**config.mk**
```make
export PLATFORM = sky130hd
export DESIGN_NAME = beep_sequencer
export DESIGN_NICKNAME = d
export VERILOG_FILES = /design/src/rtl/beep_sequencer.sv
export SDC_FILE = /design/constraint.sdc
export NUM_CORES = 1
export LEC_CHECK = 0
export ABC_AREA = 1
export CAP_MARGIN = 0
export CORE_MARGIN = 2
export CORE_UTILIZATION = 51
export DETAILED_ROUTE_END_ITERATION = 10
export PLACE_DENSITY_LB_ADDON = 0.2
export SLEW_MARGIN = 0
export SYNTH_ARGS = -nofsm -noshare
export SYNTH_HDL_FRONTEND = slang
export SYNTH_SLANG_ARGS = --single-unit
```
**constraint.sdc**
```tcl
create_clock -name clk -period 2 [get_ports clk]
set_clock_uncertainty 0.05 [all_clocks]
set_input_delay 0.6 -clock clk [delete_from_list [all_inputs] [get_ports clk]]
set_output_delay 0.6 -clock clk [all_outputs]
set_load 0.05 [all_outputs]
```
**src/rtl/beep_sequencer.sv**
```systemverilog
// Fixed-priority beeper sequencer: grants key/chime/alarm patterns and drives
// the 512 Hz / 1 kHz tone enables with tick-timed on/off phases.
`timescale 1ns/1ps
module beep_sequencer #(
  parameter int TW          = 8,
  parameter int KEY_TICKS   = 5,
  parameter int ON_TICKS    = 20,
  parameter int OFF_TICKS   = 30,
  parameter int CHIME_BEEPS = 3,
  parameter int ALARM_MAX   = 10
) (
  input  logic       clk,
  input  logic       rst,
  input  logic       tick,
  input  logic       req_key,
  input  logic       req_chime,
  input  logic       req_alarm,
  input  logic       stop,
  output logic       open512,
  output logic       open1k,
  output logic       busy,
  output logic [1:0] src,
  output logic       done
);

  localparam logic [1:0] S_IDLE = 2'd0;
  localparam logic [1:0] S_ON   = 2'd1;
  localparam logic [1:0] S_OFF  = 2'd2;

  localparam logic [1:0] SRC_NONE  = 2'd0;
  localparam logic [1:0] SRC_KEY   = 2'd1;
  localparam logic [1:0] SRC_CHIME = 2'd2;
  localparam logic [1:0] SRC_ALARM = 2'd3;

  localparam logic [TW-1:0] KEY_LIM   = TW'(KEY_TICKS);
  localparam logic [TW-1:0] ON_LIM    = TW'(ON_TICKS);
  localparam logic [TW-1:0] OFF_LIM   = TW'(OFF_TICKS);
  localparam logic [3:0]    CHIME_LIM = 4'(CHIME_BEEPS);
  localparam logic [3:0]    ALARM_LIM = 4'(ALARM_MAX);

  logic [1:0]    state, state_n, src_n, top;
  logic [TW-1:0] tcnt, tcnt_n, tcnt_inc, phase_lim;
  logic [3:0]    bcnt, bcnt_n, beeps_lim;
  logic          pend_chime, pend_alarm, pc_n, pa_n, done_n, grant;
  logic          alarm_rq, chime_rq;

  assign busy = (state != S_IDLE);

  always_comb begin
    // stop beats a same-cycle alarm request, latched or fresh
    alarm_rq  = (req_alarm | pend_alarm) & ~stop;
    chime_rq  = req_chime | pend_chime;
    top       = alarm_rq ? SRC_ALARM : chime_rq ? SRC_CHIME :
                req_key  ? SRC_KEY   : SRC_NONE;
    phase_lim = (state == S_OFF) ? OFF_LIM : (src == SRC_KEY) ? KEY_LIM : ON_LIM;
    beeps_lim = (src == SRC_CHIME) ? CHIME_LIM : ALARM_LIM;
    tcnt_inc  = tcnt + 1'b1;
    state_n   = state;
    src_n     = src;
    tcnt_n    = tcnt;
    bcnt_n    = bcnt;
    done_n    = 1'b0;
    grant     = 1'b0;

    if (state == S_IDLE) begin
      grant = (top != SRC_NONE);
    end else if (src == SRC_ALARM && stop) begin
      state_n = S_IDLE;
      src_n   = SRC_NONE;
      done_n  = 1'b1;
    end else if (top > src) begin
      // key can never outrank an active source, so busy drops req_key here
      grant = 1'b1;
    end else if (tick) begin
      if (tcnt_inc == phase_lim) begin
        tcnt_n = '0;
        if (state == S_ON) begin
          bcnt_n = bcnt + 4'd1;
          if (src == SRC_KEY || bcnt_n == beeps_lim) begin
            state_n = S_IDLE;
            src_n   = SRC_NONE;
            done_n  = 1'b1;
          end else begin
            state_n = S_OFF;
          end
        end else begin
          state_n = S_ON;
        end
      end else begin
        tcnt_n = tcnt_inc;
      end
    end

    if (grant) begin
      state_n = S_ON;
      src_n   = top;
      tcnt_n  = '0;
      bcnt_n  = '0;
    end

    pc_n = (pend_chime | req_chime) & ~(grant && top == SRC_CHIME);
    pa_n = (pend_alarm | req_alarm) & ~stop & ~(grant && top == SRC_ALARM);
  end

  always_ff @(posedge clk or posedge rst) begin
    if (rst) begin
      state      <= S_IDLE;
      src        <= SRC_NONE;
      tcnt       <= '0;
      bcnt       <= '0;
      pend_chime <= 1'b0;
      pend_alarm <= 1'b0;
      open512    <= 1'b0;
      open1k     <= 1'b0;
      done       <= 1'b0;
    end else begin
      state      <= state_n;
      src        <= src_n;
      tcnt       <= tcnt_n;
      bcnt       <= bcnt_n;
      pend_chime <= pc_n;
      pend_alarm <= pa_n;
      done       <= done_n;
      // enables follow the next state so preemption swaps tones without a gap
      open512    <= (state_n == S_ON) && (src_n == SRC_CHIME);
      open1k     <= (state_n == S_ON) && (src_n == SRC_KEY || src_n == SRC_ALARM);
    end
  end

endmodule

```
==> impl_results.md, run 1 <==
- Normalized max-slew margin: 79.4%
- PwrDens: about 1600 nW/um^2
- Crit Path Category: in -> reg
- Worst hold-check path type: reg -> reg
- CTS Buf Count: 3
- Syn nets: a little under 200
- CTS tree: done
- Final GP Congestion: approximately 0.89
- Antenna Nets Post-Route: 0
- Failing checks: setup timing
- Overall die area: 3150 sq um
- Final hold violation count: 0
- Leak: between 0.9 and 1 nW
- Outcome: finished with violations
- Vias in the first global route: between 1k and 1.5k
- Maximum VDD drop: about 1.6 mV
- Layout cells sized above 1: between 40 and 50%
- Tot GR Track Use: 23.1%
- Initial antenna violation count: 0
- Clock-pin transition on the worst setup and hold timing paths: ~0.12 ns
- Ant diodes: 0
- Period utilization: 108%
- Synth Register Bits: 21
- Setup TNS: -1.82 ns
- RSZ-0062 raised after global routing: true
- Largest net degree at the start of global routing: 22
- Initial cell density of the core: a little over half
- Synth cell types: 30
- Mapped cell area: approximately 1400 sq um
- Root buf cell: clkbuf_4
- Vias: around 1.4k
- Worst-Skew Late Latency: 0.30 ns
- Post-place setup slack: -0.824 ns
- Drt first-iter violations: approximately 120
- DIE HEIGHT: 56.1 microns
- Final WL: roughly 3500 microns
- Startpoint Class: input pin
- Crit-path max cell delay: ~0.29 ns
- Core box area: about 2500 sq um
- CP arrival: about 2.3 ns
- Worst path slowest cell: ha_4
- Clk buf depth: 2
- Synth Instances: approximately 180
- Area grow syn2layout: 37.8%
- Critical Path End Type: flop
- Register cell area after layout: 527 sq um
- First-pass GRT wire length: around 6000 microns
- Min cycle time layout: between 2 and 2.5 ns
- Setup WS post-layout: -0.161 ns
- Avg Inst Size Synth: approximately 7.5 sq um
- I/O Buffers: 12
- Number of max-cap violations: 0
- Final HPWL DP: between 2000 and 3000 microns
- Ports: 13
- Routed vias/inst: 5.56
- Cells along the critical path: buf_2 -> o21ai_4 -> nand2_2 -> ha_4 -> inv_2 -> nor2_2 -> o21ai_2 -> o21ai_2 -> nand2_4 -> nand2_4 -> nand2_8 -> inv_6 -> nand2_4 -> o21ai_2
- CTS sink cnt: 21
- Nets: around 240
- First drt pass iteration count: 4
- DRC violations left: 0
- Die Wd: roughly 56 microns
- WL/cell: 13.9 microns
- Global route overflow: 0
- Post-synthesis sequential area ratio: between 30 and 40%
- Final setup viols: 16
- YS warnings: 0
- Max Clk Rate: 463 MHz
- Crit-path max FO: 7
- Worst Tran Pin Value: approximately 0.31 ns
- H-tree Lvls: 1
- FP Rows: 18
- Max-slew violations: 0
- Multi-input gate area: ~880 sq um
- Fillers: around 180
- Critical Path RT: about 2.2 ns
[metrics by stage]
stage	cells	hold slack [ns]	cell area [sq um]	total power, mW	util [%]
floorplan	184	0.430	1440	1.82	-
global placement	244	0.475	1730	2.39	68.4
detailed placement	244	0.486	1730	2.44	68.4
CTS	253	0.496	1830	2.80	72.5
global route	255	0.532	1910	3.33	75.7
finish	255	0.498	1910	3.09	75.7
[timing repair]
item	in CTS	in global routing
hold buffers	0	0
setup buffers	6	3
resized for setup	24	13
pin swaps	16	8
endpoints found under the setup margin	21	20
[cells in the mapped netlist, drive strengths merged]
| master | instances | area (sq um) |
|---|---|---|
| o21ai | 11 | 62.6 |
| nor2 | 20 | 101 |
| dfrtp | 21 | 526 |
| a21oi | 5 | 43.8 |
| o32ai | 2 | 17.5 |
| o31ai | 3 | 22.5 |
| nand2 | 56 | 245 |
| ha | 4 | 50.1 |
| o22ai | 1 | 6.26 |
| inv | 32 | 120 |
| o211ai | 2 | 20.0 |
| nand3 | 17 | 103 |
| and2 | 1 | 6.26 |
| nand4 | 5 | 31.3 |
| nor3 | 1 | 5.00 |
| buf | 2 | 16.3 |
| xnor2 | 1 | 8.76 |
[registers in the layout, indices dropped and copies added (netlist names)]
| name | flops |
|---|---|
| src | 2 |
| bcnt | 4 |
| done | 1 |
| open1k | 1 |
| open512 | 1 |
| state | 2 |
| tcnt | 8 |
| pend_chime | 1 |
| pend_alarm | 1 |
[worst max-delay path: cells and delay by family]
| kind | cells | cell delay [ns] |
|---|---|---|
| buffers and inverters | 3 | 0.23 |
| adder cells (fa/ha/maj) | 1 | 0.29 |
| AO/OA/AOI/OAI | 4 | 0.61 |
| AND/OR/NAND/NOR | 6 | 0.62 |
[layout make-up]
class / instances / area share [%]
timing repair buffer: 39 / 16.6
multi-input combinational: 129 / 45.9
clock buffer: 4 / 1.38
inverter: 32 / 6.55
tap: 30 / 1.97
sequential: 21 / 27.6
[layout by cell type (no fill, tap or decap), types with 3 or more instances in the layout]
cell,netlist,routed
clkbuf_4,0,3
nand2_4,1,4
o21ai_1,6,3
buf_4,0,31
o21ai_2,2,7
nor2_2,4,4
nand2_2,11,10
inv_1,29,24
nand2_1,44,41
nand4_1,5,5
nor2_1,15,13
inv_2,3,7
dfrtp_1,21,20
nand3_1,15,14
[cells by family after synthesis]
logic type | share of synthesized area [%]
adder cells (fa/ha/maj) | 3.61
AND/OR/NAND/NOR | 35.5
flip-flops | 37.9
XOR/XNOR | 0.632
AO/OA/AOI/OAI | 12.5
buffers and inverters | 9.85
[power breakdown]
part,internal (mW),total [mW],switching [mW]
Combinational,0.933,2.28,1.35
Sequential,0.530,0.606,0.0766
Clock,0.0778,0.208,0.130
Total,1.54,3.09,1.55
[metal layers]
layer / vias to the layer above / routed length [microns] / part of all wire, % / GRT usage (%)
met2: 42 / 1950 / 55 / 43.0
li1: 677 / - / - / -
met1: 686 / 1370 / 39 / 27.0
met4: 0 / 63 / 1.8 / 8.16
met5: - / 0 / 0 / 0
met3: 12 / 159 / 4.5 / 2.79
[path summary, 6_finish.rpt]
kind | startpoint | endpoint | slack (ns) | cells after the start
max | req_alarm | bcnt[0]$_DFFE_PP0P_ | -0.16 | 14
max in group asynchronous | rst | bcnt[0]$_DFFE_PP0P_ | 1.11 | 3
min | bcnt[3]$_DFFE_PP0P_ | bcnt[3]$_DFFE_PP0P_ | 0.50 | 2
max reg2reg | pend_alarm$_DFF_PP0_ | bcnt[0]$_DFFE_PP0P_ | -0.15 | 13
min in group asynchronous | rst | tcnt[5]$_DFFE_PP0P_ | 0.56 | 3
min reg2reg | bcnt[3]$_DFFE_PP0P_ | bcnt[3]$_DFFE_PP0P_ | 0.50 | 2
No activity file was read; power rests on OpenSTA's default activity.
==> inputs of run 2 (changes only) <==
Settings changed: CORE_UTILIZATION 51 to 56.
Clock period 2 ns to 2.2 ns, I/O delays scaled along.
==> impl_results.md, run 2 (synthesis gave the netlist of run 1 again) <==
- Outcome: finished, final reports clean
- Switching Share: 49.4%
- Fillers: 159
- Overall die area: 2890 sq um
- Hold Buf Count CTS: 0
- Nets: between 200 and 250
- Routed vias/inst: roughly 5.4
- Placed instance count: roughly 240
- H-tree Lvls: 1
- Design Power: 2.89 mW
- Maximum VDD drop: around 1.2 mV
- Setup TNS: 0 ns
- I/O Buffers: 12
- Max Clk Rate: approximately 460 MHz
- Fin cells: 252
- Leak: slightly below 1 nW
- Antenna Nets Post-Route: 0
- Root buf cell: clkbuf_4
- Multi-input gate area: between 800 and 900 sq um
- Register cell area after layout: about 530 sq um
- Initial antenna violation count: 0
- Clock group share of total power: under 10%
- Vias: roughly 1.4k
- First-pass GRT wire length: 5670 microns
- Number of max-cap violations: 0
- R2R Setup Slk: roughly 0.03 ns
- PwrDens: about 1500 nW/um^2
- Commonest non-fill, non-tap cells in the layout: nand2_1, inv_1, buf_4
- Ant diodes: 0
- Critical Path End Type: flop
- Normalized max-slew margin: about two thirds
- Initial cell density of the core: around 57%
- Clk buf depth: 2
- Max-slew violations: 0
- Worst-Skew Late Latency: about 0.30 ns
- CTS Buf Count: 3
- Combinational fraction of design power: between 70% and 80%
- CTS tree: done
- First drt pass iteration count: 5
- Setup crit end: bcnt[0]$_DFFE_PP0P_
- Worst setup path start: req_alarm
- Area of placed instances: 1730 sq um
- Flop pwr share: between 10% and 20%
- Drt first-iter violations: 44
- RR Endpoint: bcnt[0]$_DFFE_PP0P_
- Final hold slack: a little under 0.5 ns
- Crit-path max FO: 7
- RSZ-0062 raised after global routing: true
- Final setup viols: 0
- Global route overflow: 0
- Worst hold-check path type: reg -> reg
- Ports: 13
- CTS sink cnt: 21
- Layout cells sized above 1: about 38%
- Power Internal: 1.46 mW
- Top reg by flops: tcnt
- Most common cell after layout, fill and taps aside: nand2_1
- Startpoint Class: input pin
- Largest register FFs: 8
- Final hold violation count: 0
- Tot GR Track Use: a little over a quarter
- Top flop regs: tcnt x8, bcnt x4
- Die Wd: 53.7 microns
- Largest net degree at the start of global routing: 22
- Critical Path RT: between 2 and 2.5 ns
- Crit Path Category: in -> reg
- Clock-pin transition on the worst setup and hold timing paths: around 0.12 ns
- CP arrival: about 2.3 ns
- Worst Tran Pin Value: between 0.5 and 0.6 ns
- Period utilization: about 100%
- WL/cell: about 13 microns
- Sw power: 1.43 mW
- Vias in the first global route: around 1.4k
- Final HPWL DP: 2480 microns
- Core box area: approximately 2400 sq um
- Final GP Congestion: between 0.8 and 0.9
- Worst reg-to-reg path cell count: 13
- DRC violations left: 0
- Area grow syn2layout: 36.5%
- FP Rows: 18
- Final WL: between 3000 and 4000 microns
- Final Cell Area: approximately 1900 sq um
- Min cycle time layout: approximately 2.2 ns
- DIE HEIGHT: 53.7 microns
- Worst reg2reg path startpoint: pend_alarm$_DFF_PP0_
## run 2: cell types whose count changed in the layout (fill, tap and decap cells not counted), moves of 2 or more
cell / previous run / this run
buf_4: 31 / 24
dlymetal6s2s_1: 0 / 3
nor2_2: 4 / 6
o21ai_1: 3 / 5
o21ai_2: 7 / 5
## run 2: per-stage QoR
stage	utilization, %	setup WS (ns)
CTS	76.4	0.0196
global route	78.5	-0.0831
detailed placement	71.6	-0.656
finish	78.5	0.00502
floorplan	-	-0.103
global placement	71.6	-0.600
## run 2: critical path, cell delays in order
cell     delay [ns]
buf_2          0.11
o21ai_4        0.16
inv_2          0.06
a21oi_2        0.16
ha_1           0.27
nand2_2        0.08
o21ai_2        0.06
o21ai_2        0.20
nand2_4        0.15
buf_12         0.16
nand2_8        0.08
inv_6          0.05
nand2_4        0.06
o21ai_1        0.05
## run 2: timing repair
action / in CTS / in global routing
endpoints found under the setup margin: 20 / 20
resized for setup: 19 / 18
buffers inserted: 4 / 5
pin swaps: 15 / 14
## run 2: worst min-delay path by stage
stage / start / to / slack [ns] / depth (start not counted)
finish: bcnt[3]$_DFFE_PP0P_ / bcnt[3]$_DFFE_PP0P_ / 0.49 / 2
global route: bcnt[3]$_DFFE_PP0P_ / bcnt[3]$_DFFE_PP0P_ / 0.53 / 2
CTS: bcnt[3]$_DFFE_PP0P_ / bcnt[3]$_DFFE_PP0P_ / 0.49 / 2
detailed placement: bcnt[3]$_DFFE_PP0P_ / bcnt[3]$_DFFE_PP0P_ / 0.47 / 2
global placement: bcnt[3]$_DFFE_PP0P_ / bcnt[3]$_DFFE_PP0P_ / 0.45 / 2
floorplan: bcnt[3]$_DFFE_PP0P_ / bcnt[3]$_DFFE_PP0P_ / 0.43 / 2
## run 2: cell type report
class                           count  share of cell area [%]
Inverter                           32                    6.62
Clock buffer                        3                    1.19
Multi-Input combinational cell    129                    45.6
Clock inverter                      1                   0.265
Tap cell                           30                    1.99
Timing Repair Buffer               36                    16.5
Sequential cell                    21                    27.8
## run 2: power groups by stage
stage	clock network, mW	registers, mW	logic, mW
6_report	0.187	0.549	2.16
5_1_grt	0.210	0.557	2.32
4_1_cts	0.189	0.553	2.04
3_5_place_dp	0	0.561	1.72
3_3_place_gp	0	0.554	1.68
2_1_floorplan	0	0.675	0.976
## run 2: layer usage
metal / vias to the layer above / part of all wire, % / track usage, %
met2: 31 / 56 / 51.4
li1: 670 / - / -
met3: 6 / 2.6 / 4.72
met5: - / 0 / 0
met1: 650 / 40 / 29.9
met4: 0 / 1.8 / 9.40
